[config.mk]
export PLATFORM = sky130hd
export DESIGN_NAME = mem_port_arbiter
export DESIGN_NICKNAME = d
export VERILOG_FILES = /design/src/rtl/mem_port_arbiter.sv
export SDC_FILE = /design/constraint.sdc
export NUM_CORES = 1
export LEC_CHECK = 0
export CAP_MARGIN = 20
export CELL_PAD_IN_SITES_DETAIL_PLACEMENT = 1
export CELL_PAD_IN_SITES_GLOBAL_PLACEMENT = 1
export CORE_AREA = 5 5 198 200
export CTS_CLUSTER_DIAMETER = 50
export DETAILED_ROUTE_END_ITERATION = 6
export DIE_AREA = 0 0 203 205
export HOLD_SLACK_MARGIN = 0.1
export PLACE_DENSITY_LB_ADDON = 0.1
export SYNTH_ARGS = -nofsm -noshare
export SYNTH_HDL_FRONTEND = slang
export SYNTH_SLANG_ARGS = --single-unit
[constraint.sdc]
create_clock -name clk -period 3.1 [get_ports clk]
set_clock_uncertainty 0.2 [all_clocks]
set_input_delay 0.31 -clock clk [delete_from_list [all_inputs] [get_ports clk]]
set_output_delay 0.31 -clock clk [all_outputs]
set_load 0.01 [all_outputs]
[src/rtl/mem_port_arbiter.sv]
// mem_port_arbiter
//   Shares one memory bus port between instruction fetch (IF) and the
//   memory stage (D). Only one transaction is outstanding at a time.
//   Priority alternates between the two requesters. A fetch killed by a
//   branch redirect (if_flush) still completes on the bus, but its
//   response is dropped.
//
//   Optional feature: define MEM_ARB_TIMEOUT_EN to enable a watchdog.
//   After TIMEOUT cycles in REQ/WAIT the arbiter returns to IDLE,
//   delivers a zero response to the owner and sets sticky timeout_err.
//
// Ports
//   clk, rst                 clock, asynchronous active-low reset
//   if_req_* / if_flush      fetch request, redirect kill
//   if_resp_*                fetch response pulse, instruction word
//   d_req_*                  data load/store request
//   d_resp_*                 data response pulse (also pulses for stores)
//   bus_req_* / bus_resp_*   unified memory bus
//   if_busy, d_busy          stall requests to the pipeline control
//   timeout_err              sticky watchdog error (0 without the feature)
//
// state | meaning
// IDLE  | no transaction; grant decided combinationally
// REQ   | bus_req_valid held with latched fields until bus_req_ready
// WAIT  | request accepted by bus, waiting for bus_resp_valid
module mem_port_arbiter #(
    parameter int ADDR_W  = 64,
    parameter int DATA_W  = 64,
    parameter int TIMEOUT = 255
) (
    input  logic                clk,
    input  logic                rst,
    input  logic                if_req_valid,
    input  logic [ADDR_W-1:0]   if_req_addr,
    output logic                if_req_ready,
    input  logic                if_flush,
    output logic                if_resp_valid,
    output logic [31:0]         if_resp_instr,
    input  logic                d_req_valid,
    input  logic                d_req_wen,
    input  logic [ADDR_W-1:0]   d_req_addr,
    input  logic [DATA_W-1:0]   d_req_wdata,
    input  logic [DATA_W/8-1:0] d_req_wmask,
    output logic                d_req_ready,
    output logic                d_resp_valid,
    output logic [DATA_W-1:0]   d_resp_data,
    output logic                bus_req_valid,
    input  logic                bus_req_ready,
    output logic [ADDR_W-1:0]   bus_req_addr,
    output logic                bus_req_wen,
    output logic [DATA_W-1:0]   bus_req_wdata,
    output logic [DATA_W/8-1:0] bus_req_wmask,
    input  logic                bus_resp_valid,
    input  logic [DATA_W-1:0]   bus_resp_data,
    output logic                if_busy,
    output logic                d_busy,
    output logic                timeout_err
);

    typedef enum logic [1:0] {IDLE, REQ, WAIT} arbState;

    arbState             state, nextState;
    logic                ownerIsD, lastOwnerIsD, drop;
    logic [ADDR_W-1:0]   addrQ;
    logic                wenQ;
    logic [DATA_W-1:0]   wdataQ;
    logic [DATA_W/8-1:0] wmaskQ;

    logic arbIdle, ifCand, grantD, grantIf;
    logic respDone, toHit, finish, flushHit, dropNow;
    logic [DATA_W-1:0] respData;

    // Grants are also gated by reset so every output reads 0 while held.
    assign arbIdle  = (state == IDLE) & rst;
    assign ifCand   = if_req_valid & ~if_flush;
    assign grantD   = arbIdle & d_req_valid & ~(ifCand & lastOwnerIsD);
    assign grantIf  = arbIdle & ifCand & ~grantD;
    assign d_req_ready  = grantD;
    assign if_req_ready = grantIf;

    assign flushHit = if_flush & ~ownerIsD & (state != IDLE);
    // A flush in the completion cycle itself must still kill the response.
    assign dropNow  = drop | flushHit;
    assign finish   = respDone | toHit;
    assign respData = toHit ? '0 : bus_resp_data;

    always_comb begin
        nextState = state;
        respDone  = 1'b0;
        case (state)
            IDLE: if (grantD | grantIf) nextState = REQ;
            REQ:  if (bus_req_ready)    nextState = WAIT;
            WAIT: if (bus_resp_valid) begin
                nextState = IDLE;
                respDone  = 1'b1;
            end
            default: nextState = IDLE;
        endcase
`ifdef MEM_ARB_TIMEOUT_EN
        if (toHit) nextState = IDLE;
`endif
    end

`ifdef MEM_ARB_TIMEOUT_EN
    localparam int CNT_W = ($clog2(TIMEOUT + 1) > 8) ? $clog2(TIMEOUT + 1) : 8;
    logic [CNT_W-1:0] cnt;
    logic             errQ;

    assign toHit       = (state != IDLE) & ~respDone & (cnt == CNT_W'(TIMEOUT));
    assign timeout_err = errQ;

    always_ff @(posedge clk or negedge rst) begin
        if (!rst) begin
            cnt  <= '0;
            errQ <= 1'b0;
        end else begin
            if (state == IDLE)   cnt <= '0;
            else                 cnt <= cnt + 1'b1;
            if (toHit)           errQ <= 1'b1;
        end
    end
`else
    logic unusedTimeout;
    assign unusedTimeout = ^TIMEOUT;
    assign toHit         = 1'b0;
    assign timeout_err   = 1'b0;
`endif

    always_ff @(posedge clk or negedge rst) begin
        if (!rst) begin
            state         <= IDLE;
            ownerIsD      <= 1'b0;
            lastOwnerIsD  <= 1'b0;
            drop          <= 1'b0;
            addrQ         <= '0;
            wenQ          <= 1'b0;
            wdataQ        <= '0;
            wmaskQ        <= '0;
            if_resp_valid <= 1'b0;
            if_resp_instr <= '0;
            d_resp_valid  <= 1'b0;
            d_resp_data   <= '0;
        end else begin
            state <= nextState;
            if (grantD) begin
                ownerIsD <= 1'b1;
                addrQ    <= d_req_addr;
                wenQ     <= d_req_wen;
                wdataQ   <= d_req_wdata;
                wmaskQ   <= d_req_wmask;
            end else if (grantIf) begin
                ownerIsD <= 1'b0;
                addrQ    <= if_req_addr;
                wenQ     <= 1'b0;
                wdataQ   <= '0;
                wmaskQ   <= '0;
            end
            if (finish) begin
                lastOwnerIsD <= ownerIsD;
                drop         <= 1'b0;
            end else if (flushHit) begin
                drop <= 1'b1;
            end
            // Response registers are zero outside their one-cycle pulse.
            if_resp_valid <= finish & ~ownerIsD & ~dropNow;
            if_resp_instr <= (finish & ~ownerIsD & ~dropNow)
                             ? (addrQ[2] ? respData[63:32] : respData[31:0]) : '0;
            d_resp_valid  <= finish & ownerIsD;
            d_resp_data   <= (finish & ownerIsD) ? respData : '0;
        end
    end

    assign bus_req_valid = (state == REQ);
    assign bus_req_addr  = (state == REQ) ? addrQ  : '0;
    assign bus_req_wen   = (state == REQ) & wenQ;
    assign bus_req_wdata = (state == REQ) ? wdataQ : '0;
    assign bus_req_wmask = (state == REQ) ? wmaskQ : '0;

    assign d_busy  = rst & ((d_req_valid & ~d_req_ready) | (ownerIsD & (state != IDLE)));
    assign if_busy = rst & ((if_req_valid & ~if_req_ready & ~if_flush)
                          | (~ownerIsD & (state != IDLE) & ~drop));

endmodule

==> results of run 1 <==
## cell type report
class                   count  area, sq um  area share
diodes                      9        22.52    0.001319
clock buffers              53         1120     0.06558
clock inverters            21        246.5     0.01444
inverters                   3        11.26   0.0006595
multi-input cells         494         3764      0.2204
flip-flops and latches    240         6008      0.3519
well taps                 474        593.1     0.03473
repair buffers            530         5310      0.3110
## layer usage
metal  track usage  vias to the layer above
li1              -                     3963
met1        0.2248                     4426
met2        0.3217                      364
met3       0.09656                       71
met4       0.07081                        4
met5             0                        -
## synth_stat cells (all sizes together), types with 2 or more instances
cell / number / area share
mux2i: 32 / 0.032
a22o: 73 / 0.063
a21boi: 2 / 0.0015
buf: 25 / 0.017
a221o: 64 / 0.063
inv: 3 / 0.0011
nor2: 34 / 0.013
nor2b: 2 / 0.0012
and2: 201 / 0.12
and4: 64 / 0.055
a21o: 2 / 0.0015
nand2b: 2 / 0.0012
clkbuf: 58 / 0.022
nand3b: 2 / 0.0015
dfrtp: 240 / 0.59
o21ai: 2 / 0.0014
and3: 2 / 0.0012
## state kept, by name (all words and copies together), names as in the netlist
| signal | flops |
|---|---|
| addrQ | 64 |
| d_resp_valid | 1 |
| drop | 1 |
| wenQ | 1 |
| if_resp_instr | 32 |
| lastOwnerIsD | 1 |
| ownerIsD | 1 |
| state | 2 |
| wmaskQ | 8 |
| wdataQ | 64 |
| d_resp_data | 64 |
| if_resp_valid | 1 |
## path summary, 6_finish.rpt
path / startpoint / end / depth (start not counted)
hold reg to reg: wdataQ[38] / wdataQ[38] / 1
max in group asynchronous: rst / wdataQ[27] / 4
setup reg to reg: state[1] / wdataQ[25] / 5
setup / recovery: state[1] / bus_req_wmask[1] / 4
min in group asynchronous: rst / drop / 3
hold / removal: bus_resp_data[39] / d_resp_data[39] / 2
## power by group through the flow
stage | clock [mW] | sequential (mW) | combinational (mW)
after floorplan | 0 | 4.41 | 1.96
after detailed placement | 0 | 4.56 | 3.82
after global routing | 4.78 | 4.63 | 4.05
after global placement | 0 | 4.55 | 3.80
after CTS | 4.62 | 4.53 | 3.85
final | 4.50 | 4.53 | 3.77
## worst max-delay path, cell delays in order (launching register included)
cell	delay, ns
dfrtp_1	0.50
nor2b_4	0.20
buf_12	0.27
and2_1	0.20
clkdlybuf4s50_1	0.62
## layout by cell type, fill, tap and decap left out, drive strengths merged, types with 2 or more instances in the layout
cell           count
a21boi             2
a21o               2
a221o             64
a22o              73
and2             201
and3               2
and4              64
buf               19
bufinv             3
clkbuf            53
clkdlybuf4s50    510
clkinv             7
clkinvlp           7
dfrtp            240
diode              9
inv                7
mux2i             32
nand2b             2
nand3b             2
nor2              34
nor2b              2
o21ai              2
## per-stage QoR
stage	hold WS, ns	utilization
floorplan	-0.1856	-
global placement	0.2743	0.4209
detailed placement	0.2741	0.4209
CTS	0.1303	0.4579
global route	0.1240	0.4586
finish	0.1552	0.4587
## what timing repair did
item	CTS	global route
setup endpoints to repair	0	49
resized for setup	0	3
hold buffers	1	0
endpoints found under the hold margin	110	0
## logic make-up after synthesis
family / count (synthesis)
buffers and inverters: 86
AND/OR/NAND/NOR: 313
other: 1
multiplexers: 32
AO/OA/AOI/OAI: 148
flip-flops: 240
==> flow_summary.ini, run 1 <==
[drt]
wl_met2_um = 20350
antenna_left = 0
wl_met3_um = 4767
first_pass_iters = 4
drc = 0
viasPerCell = 4.840
top_layer_used = met5
initialDrtViolationCount = 298
dr_total_vias = 8828
routedWlPerCell_um = 23.63
drt-met1-wl_um = 16600
totalWireLength_um = 43100

[logic_synthesis]
synth-main-ff-cell = dfrtp_1
synth_top_family_by_area = simple AND/OR/NAND/NOR gates
syn_inst = 820
synth.cell_area_sq_mm = 0.01013
async_flop_share = 1.000
ys_warn_count = 0
synth_compound_area_frac = 0.1339
synthesis.nets = 1092
synthAdderAreaFrac = 0
yosys.cell_types.count = 34
yosys_register_bits = 240
synth-simple-area-share = 0.2013
synthMuxAreaShare = 0.03161
yosysSeqAreaShare = 0.5927
syn_area_per_cell_sq_um = 12.36
synth_xor_area_frac = 0
synth_edf_count = 0

[sta]
rsz0062_at_grt = false
worst_pin_slew_ns = 0.9486
hold_viol = 0
setup_viol = 0
max_freq_mhz = 341.8
maxSlewHeadroom = 0.3676
fin_tns_setup_ns = 0
period_needed_ns = 2.926
drv_slew = 0
period_share = 0.9438
fin_ws_ns = 0.1741

[power]
power_mw = 12.79
switchingPower_mw = 3.838
switching_share = 0.3000
p_per_area_mw_per_mm2 = 749.3
p_leak_nw = 7.427
irDropWorstVdd_v = 0.0004093
combinationalPowerShare = 0.294
clkPwrFrac = 0.352
p_int_mw = 8.956
seq_power_share = 0.354

[critical_path]
reg2reg_slack_ns = 0.70
worstSetupPathType = reg -> out
crit_fanout = 85
cp_data_arrival_time_ns = 2.42
worstPathRequired_ns = 2.59
end_kind = primary output
cp-start-kind = register

[floorplan]
io_pins = 513
rows = 71
start_util = 0.2722
die_h_um = 205
die_w_um = 203
design.die.area_sq_mm = 0.04162
core-area_sq_mm = 0.03722

[grt]
gr-total-overflow = 0
grt_usage = 0.1969
grt_pass1_vias = 9643
antenna_found_initial = 12
grt_max_degree = 86
grt_pass1_wl_um = 62780

[cts]
cts_num_sinks = 240
cts_tree = yes
cts_made_buffers = 40
clock_path_buffers = 3
cts_setup_buffers = 0
clkTransAtPathRegs_ns = 0.05
clk_latency_ns = 0.53
cts_root_buf = clkbuf_16
htree_levels = 2

[layout]
fill_cells = 3942
fin_area_sq_mm = 0.01708
finish.net_count = 1581
stdcell_count = 1824
final_layout_size_suffix_gt1_frac = 0.07159
area_growth_pct = 68.52

[place]
post_dp_cell_area_sq_mm = 0.01567
routabilityCongestion = 0.7657
post-place-ws_ns = 0.4744
dp_cells = 1740
hpwl_um = 29790
port-buffer-count = 511

[outcome]
status = finished clean

[run]
maxCapViolations = 0

[hold_path]
hold_class = in -> reg
Note: power is estimated with default switching activity, not from simulation.
==> inputs of run 2 (changes only) <==
--- a/config.mk
+++ b/config.mk
@@ -8,10 +8,10 @@
 export CAP_MARGIN = 20
 export CELL_PAD_IN_SITES_DETAIL_PLACEMENT = 1
 export CELL_PAD_IN_SITES_GLOBAL_PLACEMENT = 1
-export CORE_AREA = 5 5 198 200
+export CORE_MARGIN = 5
+export CORE_UTILIZATION = 27
 export CTS_CLUSTER_DIAMETER = 50
 export DETAILED_ROUTE_END_ITERATION = 6
-export DIE_AREA = 0 0 203 205
 export HOLD_SLACK_MARGIN = 0.1
 export PLACE_DENSITY_LB_ADDON = 0.1
 export SYNTH_ARGS = -nofsm -noshare
==> constraint.sdc (replaced) <==
create_clock -name clk -period 2.57 [get_ports clk]
set_clock_uncertainty 0.2 [all_clocks]
set_input_delay 0.257 -clock clk [delete_from_list [all_inputs] [get_ports clk]]
set_output_delay 0.257 -clock clk [all_outputs]
set_load 0.01 [all_outputs]
==> flow_summary.ini, run 2 (synthesis results as in run 1) <==
[outcome]
status = finished clean

[cts]
cts_made_buffers = 38
cts_tree = yes
clk_latency_ns = 0.53
clkTransAtPathRegs_ns = 0.05
htree_levels = 2
cts_root_buf = clkbuf_16
clock_path_buffers = 3
cts_num_sinks = 240

[layout]
finish.net_count = 1644
final_layout_size_suffix_gt1_frac = 0.08571
reg_top3 = addrQ (64), d_resp_data (64), wdataQ (64)
final_common_cell = clkdlybuf4s50_1
area_growth_pct = 73.94
fin_area_sq_mm = 0.01762
mostFrequentLayoutCells = clkdlybuf4s50_1, dfrtp_1, and2_1
stdcell_count = 1923

[power]
p_leak_nw = 8.340
irDropWorstVdd_v = 0.0004624
p_per_area_mw_per_mm2 = 862.2

[drt]
initialDrtViolationCount = 369
first_pass_iters = 4
drc = 0
totalWireLength_um = 44230
viasPerCell = 4.732
antenna_left = 0
routedWlPerCell_um = 23.00
dr_total_vias = 9100

[sta]
hold_viol = 0
setup_viol = 0
period_share = 0.9648
max_freq_mhz = 403.3
fin_tns_setup_ns = 0
fin_ws_ns = 0.09053
period_needed_ns = 2.479
rsz0062_at_grt = false
maxSlewHeadroom = 0.4563
drv_slew = 0
timing.hold.ws_ns = 0.1258
worst_pin_slew_ns = 0.8156

[place]
dp_cells = 1785
post_dp_cell_area_sq_mm = 0.01584
routabilityCongestion = 0.7827
hpwl_um = 30080
post-place-ws_ns = 0.08738
port-buffer-count = 511

[grt]
grt_pass1_vias = 9949
grt_pass1_wl_um = 64550
antenna_found_initial = 12
gr-total-overflow = 0
grt_usage = 0.2048
grt_max_degree = 132

[floorplan]
start_util = 0.2709
rows = 71
io_pins = 513
design.die.area_sq_mm = 0.04150
die_h_um = 203.7
die_w_um = 203.7
core-area_sq_mm = 0.03740

[hold_path]
hold_class = in -> reg

[run]
maxCapViolations = 0

[critical_path]
worstPathRequired_ns = 2.11
crit_fanout = 13
cp_data_arrival_time_ns = 2.02
worstSetupPathType = reg -> out
cp-start-kind = register
end_kind = primary output
## run 2: cell count changes in the layout (fill, tap and decap cells not counted), sizes merged, moves of 3 or more
cell / previous run / this run
dlygate4sd3: 1 / 47
dlygate4sd2: 0 / 128
clkbuf: 53 / 60
clkdlybuf4s15: 0 / 3
clkdlybuf4s50: 510 / 368
buf: 19 / 37
clkinvlp: 7 / 3
diode: 9 / 12
## run 2: cell type report
| class | instances | area, sq um |
|---|---|---|
| clock buffers | 50 | 1066 |
| repair buffers | 595 | 5903 |
| inverters | 3 | 11.26 |
| clock inverters | 18 | 202.7 |
| fillers | 3962 | 19780 |
| multi-input cells | 494 | 3764 |
| well taps | 511 | 639.4 |
| flip-flops and latches | 240 | 6008 |
| diodes | 12 | 30.03 |
## run 2: routing by layer
layer  GRT usage  up-vias  routed length [um]
met1      0.2370     4590               17000
li1            -     4096                   -
met2      0.3367      344               21610
met5           0        -                  13
met3     0.09000       68                4472
met4     0.07661        2                1141
## run 2: what timing repair did
action,CTS,global route
pin swaps,0,0
endpoints found under the hold margin,223,0
endpoints found under the setup margin,142,14
buffers inserted,3,2
cloned,3,0
resized for setup,157,14
hold buffers,50,0
## run 2: path summary, 6_finish.rpt
kind	startpoint	end	slack (ns)	depth (start not counted)
max	state[1]	bus_req_wdata[58]	0.09	6
min	bus_resp_data[8]	d_resp_data[8]	0.13	2
max reg2reg	state[0]	addrQ[47]	0.43	5
min reg2reg	wdataQ[4]	wdataQ[4]	0.29	1
max in group asynchronous	rst	wenQ	0.75	6
min in group asynchronous	rst	addrQ[10]	0.23	4
## run 2: per-stage QoR
stage | power [mW] | util
finish | 15.20 | 0.4712
global route | 16.00 | 0.4710
CTS | 15.44 | 0.4712
detailed placement | 10.19 | 0.4234
global placement | 10.12 | 0.4234
floorplan | 7.684 | -
## run 2: power breakdown
part / switching [mW] / internal (mW)
logic: 2.11 / 2.47
registers: 0.583 / 4.87
clock network: 1.93 / 3.24
## run 2: critical path, stage by stage (launching register included)
cell and delay [ns]:
dfrtp_2 0.44, nor2b_4 0.14, buf_12 0.14, buf_12 0.12, bufbuf_16 0.27, and2_1 0.14
clkdlybuf4s15_1 0.24
